===== src/rtl/conv_8b_32b.sv =====
// Byte-to-word packer: collects four consecutive valid bytes (MSB first) into a 32-bit word.
// It also provides a free-running divide-by-4 clock and flags discarded partial words.
module conv_8b_32b (
  input  logic        clk_4f,
  input  logic        reset,
  input  logic [7:0]  data_in,
  input  logic        valid_in,
  output logic [31:0] data_out,
  output logic        valid_out,
  output logic        clk_f,
  output logic        err_frag
);

  typedef enum logic {
    IDLE = 1'b0,
    FILL = 1'b1
  } state_t;

  state_t      state_q;
  logic [1:0]  bcnt_q;
  logic [1:0]  hcnt_q;
  logic [1:0]  dcnt_q;
  logic [23:0] sreg_q;
  logic [31:0] data_q;
  logic        valid_q;
  logic        err_q;
  logic        word_done_d;

  // The fourth byte bypasses the shift register and lands straight in the output word.
  assign word_done_d = (state_q == FILL) && valid_in && (bcnt_q == 2'd3);

  always_ff @(posedge clk_4f) begin
    if (reset) begin
      state_q <= IDLE;
      bcnt_q  <= 2'd0;
      hcnt_q  <= 2'd0;
      dcnt_q  <= 2'd0;
      sreg_q  <= 24'h0;
      data_q  <= 32'h0;
      valid_q <= 1'b0;
      err_q   <= 1'b0;
    end else begin
      dcnt_q <= dcnt_q + 2'd1;
      err_q  <= 1'b0;

      // A completion on the last hold cycle reloads the window, so valid_out never dips.
      if (word_done_d) begin
        data_q  <= {sreg_q, data_in};
        valid_q <= 1'b1;
        hcnt_q  <= 2'd3;
      end else if (hcnt_q != 2'd0) begin
        hcnt_q <= hcnt_q - 2'd1;
      end else begin
        valid_q <= 1'b0;
      end

      case (state_q)
        IDLE: begin
          if (valid_in) begin
            sreg_q[23:16] <= data_in;
            bcnt_q        <= 2'd1;
            state_q       <= FILL;
          end
        end
        FILL: begin
          if (!valid_in) begin
            bcnt_q  <= 2'd0;
            err_q   <= 1'b1;
            state_q <= IDLE;
          end else if (bcnt_q == 2'd3) begin
            bcnt_q  <= 2'd0;
            state_q <= IDLE;
          end else begin
            if (bcnt_q == 2'd1) begin
              sreg_q[15:8] <= data_in;
            end else begin
              sreg_q[7:0] <= data_in;
            end
            bcnt_q <= bcnt_q + 2'd1;
          end
        end
      endcase
    end
  end

  assign data_out  = data_q;
  assign valid_out = valid_q;
  assign clk_f     = dcnt_q[1];
  assign err_frag  = err_q;

endmodule

===== config.mk =====
export PLATFORM = sky130hd
export DESIGN_NAME = conv_8b_32b
export DESIGN_NICKNAME = d
export VERILOG_FILES = /design/src/rtl/conv_8b_32b.sv
export SDC_FILE = /design/constraint.sdc
export NUM_CORES = 1
export LEC_CHECK = 0
export CAP_MARGIN = 20
export CORE_ASPECT_RATIO = 1.1
export CORE_MARGIN = 2
export CORE_UTILIZATION = 46
export DETAILED_ROUTE_END_ITERATION = 10
export GPL_ROUTABILITY_DRIVEN = 0
export HOLD_SLACK_MARGIN = 0.03
export PLACE_DENSITY = 0.74
export SYNTH_ARGS = -nofsm -noshare
export SYNTH_HDL_FRONTEND = slang
export SYNTH_SLANG_ARGS = --single-unit

===== constraint.sdc =====
create_clock -name clk_4f -period 3.9 [get_ports clk_4f]
set_input_delay 0.78 -clock clk_4f [delete_from_list [all_inputs] [get_ports clk_4f]]
set_output_delay 0.78 -clock clk_4f [all_outputs]
set_load 0.005 [all_outputs]

==> metrics, run 1 <==
highest-count cells in the layout ignoring fill and taps=81 x nand2_1, 65 x dfxtp_1, 44 x clkdlybuf4s50_1; area growth from synthesis to layout=25.90%; max-slew violation count=0; Tcrit/Tclk final=0.5973; count of routing violations after the opening detailed-route iteration=105; final standard cell area without fillers=0.002962 mm²; overall via count from detail_route=1833; number of H-tree levels=3; worst path buffer plus inverter count=2; Residual DRC=0; number of hold buffers added after cts=0; CTS Buffer Depth=2; number of placement rows=27; total number of nets in the final design=319; number of global-route vias before repair=1686; average instance area after synthesis=8.843 µm²; shortest period the worst path allows=2.329 ns; highest cell delay on the worst timing path=0.65 ns; slack of the worst reg-to-reg path=2.05 ns; WL/cell=13.14 µm; Resized cells post-CTS=0; slowest stage cell on the critical path=clkdlybuf4s50_1; Cell Int Power=1.029 mW; reported max-cap violation count=0; CP max FO=17; P_leak=1.042 nW; fraction of final layout cells sized beyond drive strength 1=0.05825; Netlist cell types=25; leading cell type in the layout, fill and taps excluded=nand2_1; final worst setup slack=1.571 ns; Fin Clk Skew=0.004373 ns; buffer cell driving the clock tree root=clkbuf_8; Worst Tran Pin Value=0.8747 ns; GRT Util Overall=0.1782; Syn Nets=280; initial antenna violation count=0; Die Span Y=79 µm; clock transition at the registers of the reported paths=0.06 ns; achievable clock frequency=0.4293 GHz; power per unit of standard cell area=449.5 mW/mm²; number of nets with antenna violations after routing=0; leftover overflow at the end of global routing=0; CP Launch Type=input pin; crit path DAT=2.59 ns; net switching power figure=0.3021 mW; number of clock sinks seen by CTS=65; Yosys warning total=0; TritonCTS clock tree=built; series of cell instances along the critical path=clkdlybuf4s50_1 > and3_1 > buf_4 > nand2_1 > a21oi_1; relative slew slack=0.4157; count of endpoints failing hold in the final timing report=0; setup total negative slack=0 ns; Setup CP Type=in2reg; I/O pins=46; Port Buf Inserts=45; part of the power in combinational logic=0.081; wire length of the first global-routing pass=7.693 mm; part of the power in registers=0.524; wirelength, routed=4.822 mm; Detail Placement HPWL=2.974 mm; Die Footprint=0.005702 mm²; 1st-pass router iterations=4; Diodes inserted=0; delay-heaviest family, CP=buffers and inverters; pin count of the biggest net entering global routing=66; Synth Register Bits=65; cts bufs inserted=9; width of the die=72.18 µm; netlist area before placement=0.002352 mm²; final setup violating endpoints=0; run status=complete, no violations; initial core utilization=0.4737; Core ar.=0.004966 mm²; unrepaired setup endpoints after global routing=false; count of buffers added by post-CTS timing repair for setup=0; routed via count divided by cell count=4.995; power share of the clock group=0.395; class of the most critical hold timing path=reg2reg; proportion of synthesized chip area in sequential cells=0.5532; count of mapped cells out of synthesis=266; Placement Setup Slack=1.206 ns; worst IR drop on VDD=0.3620 mV; placed cell areas=0.002758 mm²; endpoint required time on the critical path=4.16 ns; Critical Path End Type=flop; switching portion of total power=0.2269; Clk Latency, worst-skew pair=0.34 ns
layer usage:
| metal | GRT usage | vias up | part of all wire |
|---|---|---|---|
| met1 | 0.2252 | 839 | 0.46 |
| li1 | - | 936 | - |
| met5 | 0 | - | 0 |
| met2 | 0.2624 | 45 | 0.46 |
| met4 | 0.09057 | 0 | 0.020 |
| met3 | 0.06853 | 13 | 0.054 |
flip-flops by register name (all words and copies together) (netlist names):
name,flops
sreg_q,24
data_out,32
state_q,1
valid_out,1
bcnt_q,2
hcnt_q,2
dcnt_q,2
err_frag,1
synth_stat cells:
cell | n | area [µm²]
and4bb_1 | 1 | 12.51
buf_2 | 6 | 30.03
dfxtp_1 | 65 | 1301
nand4b_1 | 1 | 8.760
clkbuf_1 | 4 | 15.01
xor2_1 | 1 | 8.760
buf_6 | 4 | 45.04
nor3b_1 | 1 | 7.510
mux2_2 | 1 | 11.26
ha_1 | 3 | 37.54
nand2b_1 | 1 | 6.260
nor2_1 | 21 | 78.83
nand3_2 | 1 | 10.01
and4b_1 | 1 | 10.01
nand2_1 | 81 | 304.0
a2bb2oi_1 | 1 | 8.760
a211oi_1 | 2 | 15.01
nor2b_1 | 1 | 6.260
buf_4 | 3 | 22.52
a21oi_1 | 43 | 215.2
mux2i_1 | 16 | 160.2
buf_1 | 2 | 7.510
and3_1 | 1 | 6.260
inv_1 | 4 | 15.01
xnor2_1 | 1 | 8.760
power by group through the flow:
stage	clock, mW	sequential (mW)	combinational (mW)
2_1_floorplan	0	0.709	0.0789
3_3_place_gp	0	0.711	0.0996
3_5_place_dp	0	0.712	0.103
4_1_cts	0.535	0.697	0.105
5_1_grt	0.566	0.699	0.120
6_report	0.526	0.698	0.107
cells by family after synthesis:
logic type                 after synthesis  share of synthesized area
muxes                                   17                    0.07287
and+or+nand+nor                        110                     0.1915
adders and majority gates                3                    0.01596
buffers and inverters                   23                    0.05744
DFF                                     65                     0.5532
xor gates and xnor gates                 2                   0.007448
AOI/OAI and AO/OA                       46                     0.1016
worst paths after layout:
kind,from,endpoint,cells past startpoint
min reg2reg,dcnt_q[0],dcnt_q[0],1
max,valid_in,data_out[0],5
max reg2reg,bcnt_q[0],data_out[0],5
min,dcnt_q[0],dcnt_q[0],1
final cells by class:
type                            instances  area [µm²]
Clock buffer                           11       131.4
Clock inverter                          4       45.04
Fill cell                             456        2004
Inverter                                4       15.01
Multi-Input combinational cell        178       915.9
Sequential cell                        65        1301
Tap cell                               58       72.57
Timing Repair Buffer                   47       480.5
through the flow:
| step | std cells | total power [mW] | hold slack [ns] | utilization |
|---|---|---|---|---|
| 2_1_floorplan | 266 | 0.7877 | 0.4127 | - |
| 3_3_place_gp | 351 | 0.8110 | 0.4211 | 0.5553 |
| 3_5_place_dp | 351 | 0.8156 | 0.4380 | 0.5553 |
| 4_1_cts | 366 | 1.338 | 0.4473 | 0.5908 |
| 5_1_grt | 367 | 1.386 | 0.4661 | 0.5964 |
| 6_report | 367 | 1.331 | 0.4423 | 0.5964 |
No activity file was read; power rests on OpenSTA's default activity.
==> run 2: changes to the inputs <==
Clock period 3.9 ns to 2.2 ns, I/O delays scaled along.
==> metrics, run 2 (synthesis results as in run 1) <==
run status=complete, no violations; clock transition at the registers of the reported paths=0.06 ns; number of hold buffers added after cts=0; cts bufs inserted=9; number of H-tree levels=3; unrepaired setup endpoints after global routing=false; reported max-cap violation count=0; pin count of the biggest net entering global routing=66; worst-case hold slack=0.4374 ns; Resized cells post-CTS=0; final worst setup slack=0.5672 ns; routed via count divided by cell count=5.011; CP max FO=2; hold_sp=dcnt_q[0]; Detail Placement HPWL=3.046 mm; count of endpoints failing hold in the final timing report=0; relative slew slack=0.7441; total number of nets in the final design=324; P_leak=1.065 nW; Fin Clk Skew=0.004387 ns; Critical Path Source=dcnt_q[1]; worst IR drop on VDD=0.3327 mV; overall via count from detail_route=1869; initial core utilization=0.4737; WL/cell=12.50 µm; Tcrit/Tclk final=0.7422; delay-heaviest family, CP=buffers and inverters; CTS Buffer Depth=2; max layer used=met4; count of routing violations after the opening detailed-route iteration=160; number of nets with antenna violations after routing=0; worst path buffer plus inverter count=1; Setup CP Type=reg2out; Residual DRC=0; 1st-pass router iterations=4; Diodes inserted=0; endpoint required time on the critical path=1.76 ns; GRT Util Overall=0.1792; fraction of final layout cells sized beyond drive strength 1=0.07619; Die Span Y=79 µm; final setup violating endpoints=0; area growth from synthesis to layout=27.61%; series of cell instances along the critical path=clkdlybuf4s50_1; width of the die=72.18 µm; leftover overflow at the end of global routing=0; routed wl met3=297 µm; number of placement rows=27; number of global-route vias before repair=1675; TritonCTS clock tree=built; startpoint of the worst-slack reg-to-reg timing path=bcnt_q[0]; wirelength, routed=4.664 mm; highest cell delay on the worst timing path=0.51 ns; I/O pins=46; crit path DAT=1.19 ns; met1 WL=2.105 mm; CP Launch Type=flop; Port Buf Inserts=45; highest-count cells in the layout ignoring fill and taps=81 x nand2_1, 65 x dfxtp_1, 44 x clkdlybuf4s50_1; number of clock sinks seen by CTS=65; Placement Setup Slack=0.3810 ns; setup total negative slack=0 ns; count of buffers added by post-CTS timing repair for setup=0; buffer cell driving the clock tree root=clkbuf_8; achievable clock frequency=0.6124 GHz; Clk Latency, worst-skew pair=0.33 ns; Core ar.=0.004966 mm²; Critical Path End Type=output port; met2 routed WL=2.179 mm; power per unit of standard cell area=768.8 mW/mm²; Die Footprint=0.005702 mm²; shortest period the worst path allows=1.633 ns; leading cell type in the layout, fill and taps excluded=nand2_1; slowest stage cell on the critical path=clkdlybuf4s50_1; flip-flop count of the largest register, all copies and words added=32; initial antenna violation count=0; Worst Tran Pin Value=0.3819 ns; wire length of the first global-routing pass=7.665 mm; max-slew violation count=0; class of the most critical hold timing path=reg2reg
==> run 2: cell count changes in the layout (fill, tap and decap cells not counted), sizes merged <==
cell,previous run,this run
buf,3,8
clkbuf,11,13
bufinv,1,0
==> run 2: power by group <==
group / switching [mW] / internal [mW] / leakage, nW / total, mW
Combinational: 0.0916 / 0.0994 / 0.445 / 0.191
Sequential: 0.0205 / 1.22 / 0.527 / 1.24
Clock: 0.415 / 0.465 / 0.0932 / 0.881
Total: 0.527 / 1.78 / 1.07 / 2.31
==> run 2: cell type report <==
type | instances | area, µm²
Fill cell | 473 | 1964
Sequential cell | 65 | 1301
Multi-Input combinational cell | 178 | 915.9
Timing Repair Buffer | 52 | 523.0
Clock buffer | 13 | 158.9
Tap cell | 58 | 72.57
Clock inverter | 3 | 15.01
Inverter | 4 | 15.01
==> run 2: final timing paths <==
path | end | slack (ns) | depth (start not counted)
worst min-delay path | dcnt_q[0] | 0.44 | 1
worst min register to register | dcnt_q[0] | 0.44 | 1
worst max-delay path | clk_f | 0.57 | 1
worst max register to register | sreg_q[7] | 0.74 | 5
==> run 2: metal layers <==
metal  up-vias  track usage
met2        49       0.2697
met3         7      0.06472
met4         0      0.08868
li1        950            -
met5         -            0
met1       863       0.2252
==> run 2: worst register-to-register path: cells and delay by family, from the launching register on <==
family,cells,cell delay [ns]
simple gates,2,0.34
flops,1,0.34
mux,1,0.21
buf+inv,1,0.18
fa+ha+maj,1,0.28
==> run 2: through the flow <==
step	utilization	cells	power [mW]	area (µm²)
2_1_floorplan	-	266	1.396	2352
3_3_place_gp	0.5694	357	1.447	2828
3_5_place_dp	0.5694	357	1.454	2828
4_1_cts	0.6044	373	2.334	3002
5_1_grt	0.6044	373	2.427	3002
6_report	0.6044	373	2.308	3002
==> run 3: changes to the inputs <==
Clock period 2.2 ns to 1.6 ns, I/O delays scaled along.
==> metrics, run 3 (synthesis results as in run 1) <==
WL/cell=12.55 µm; Tcrit/Tclk final=0.9400; width of the die=72.18 µm; worst IR drop on VDD=0.5131 mV; endpoint required time on the critical path=1.28 ns; crit path DAT=1.18 ns; number of hold buffers added after cts=0; total number of nets in the final design=327; Die Span Y=79 µm; highest-count cells in the layout ignoring fill and taps=81 x nand2_1, 65 x dfxtp_1, 44 x clkdlybuf4s50_1; class of the most critical hold timing path=in2reg; slowest stage cell on the critical path=clkdlybuf4s50_1; count of routing violations after the opening detailed-route iteration=115; delay-heaviest family, CP=buffers and inverters; Core ar.=0.004966 mm²; count of buffers added by post-CTS timing repair for setup=0; routed via count divided by cell count=4.973; wirelength, routed=4.682 mm; Fin Clk Skew=0.004552 ns; achievable clock frequency=0.6649 GHz; number of clock sinks seen by CTS=65; worst-case hold slack=0.3920 ns; Detail Placement HPWL=3.159 mm; unrepaired setup endpoints after global routing=false; shortest period the worst path allows=1.504 ns; GRT Util Overall=0.1801; CP max FO=2; Residual DRC=0; final setup violating endpoints=0; max-slew violation count=0; relative slew slack=0.7349; P_leak=1.075 nW; buffer cell driving the clock tree root=clkbuf_8; area growth from synthesis to layout=28.62%; Die Footprint=0.005702 mm²; initial core utilization=0.4737; leftover overflow at the end of global routing=0; count of endpoints failing hold in the final timing report=0; TritonCTS clock tree=built; highest cell delay on the worst timing path=0.51 ns; power per unit of standard cell area=1017 mW/mm²; Clk Latency, worst-skew pair=0.32 ns; Port Buf Inserts=45; Setup CP Type=reg2out; final worst setup slack=0.09603 ns; wire length of the first global-routing pass=7.845 mm; cts bufs inserted=9; final standard cell area without fillers=0.003025 mm²; number of placement rows=27; Critical Path End Type=output port; fillers=472; leading cell type in the layout, fill and taps excluded=nand2_1; CP Launch Type=flop; number of nets with antenna violations after routing=0; 1st-pass router iterations=4; overall via count from detail_route=1855; I/O pins=46; initial antenna violation count=0; run status=complete, no violations; reported max-cap violation count=0; Multi-input gate area=915.9 µm²; CTS Buffer Depth=2; Placement Setup Slack=-0.05048 ns; clock transition at the registers of the reported paths=0.06 ns; number of global-route vias before repair=1723; pin count of the biggest net entering global routing=36; worst path buffer plus inverter count=1; flip-flop count of the largest register, all copies and words added=32; number of H-tree levels=3; total area of sequential cells=0.001301 mm²; series of cell instances along the critical path=clkdlybuf4s50_1; fraction of final layout cells sized beyond drive strength 1=0.07619; Diodes inserted=0; Resized cells post-CTS=0; placed cell areas=0.002875 mm²; Worst Tran Pin Value=0.3976 ns
run 3: cell types whose count changed in the layout (fill, tap and decap cells not counted), sizes merged:
| cell | change |
|---|---|
| clkbuf | -1 |
| clkinv | -2 |
| buf | +3 |
run 3: final timing paths:
path | depth (start not counted) | slack, ns | start | to
hold reg to reg | 1 | 0.44 | dcnt_q[0] | dcnt_q[0]
hold / removal | 2 | 0.39 | reset | dcnt_q[0]
setup / recovery | 1 | 0.1 | dcnt_q[1] | clk_f
setup reg to reg | 5 | 0.16 | bcnt_q[0] | sreg_q[1]
run 3: layer usage:
metal,track usage,wire length (µm),share of wire
met5,0,0,0
met3,0.06218,226,0.048
met2,0.2982,2255,0.48
met4,0.05660,55,0.012
met1,0.2185,2145,0.46
run 3: report_power, final:
| part | internal [mW] | switching [mW] |
|---|---|---|
| registers | 1.67 | 0.0294 |
| clock network | 0.577 | 0.532 |
| logic | 0.142 | 0.126 |
| total | 2.39 | 0.687 |
run 3: cell type report:
cell class | instances | share of cell area
Clock inverter | 1 | 0.001654
Sequential cell | 65 | 0.4301
Clock buffer | 12 | 0.04797
Inverter | 4 | 0.004963
Timing Repair Buffer | 55 | 0.1886
Tap cell | 58 | 0.02399
Multi-Input combinational cell | 178 | 0.3027
run 3: metrics by stage:
stage	cells	TNS, ns	total power, mW	utilization
3_3_place_gp	360	-0.1411	1.997	0.5790
3_5_place_dp	360	-0.4552	2.007	0.5790
4_1_cts	373	0	3.112	0.6092
6_report	373	0	3.078	0.6092
2_1_floorplan	266	0	1.920	-
5_1_grt	373	0	3.232	0.6092
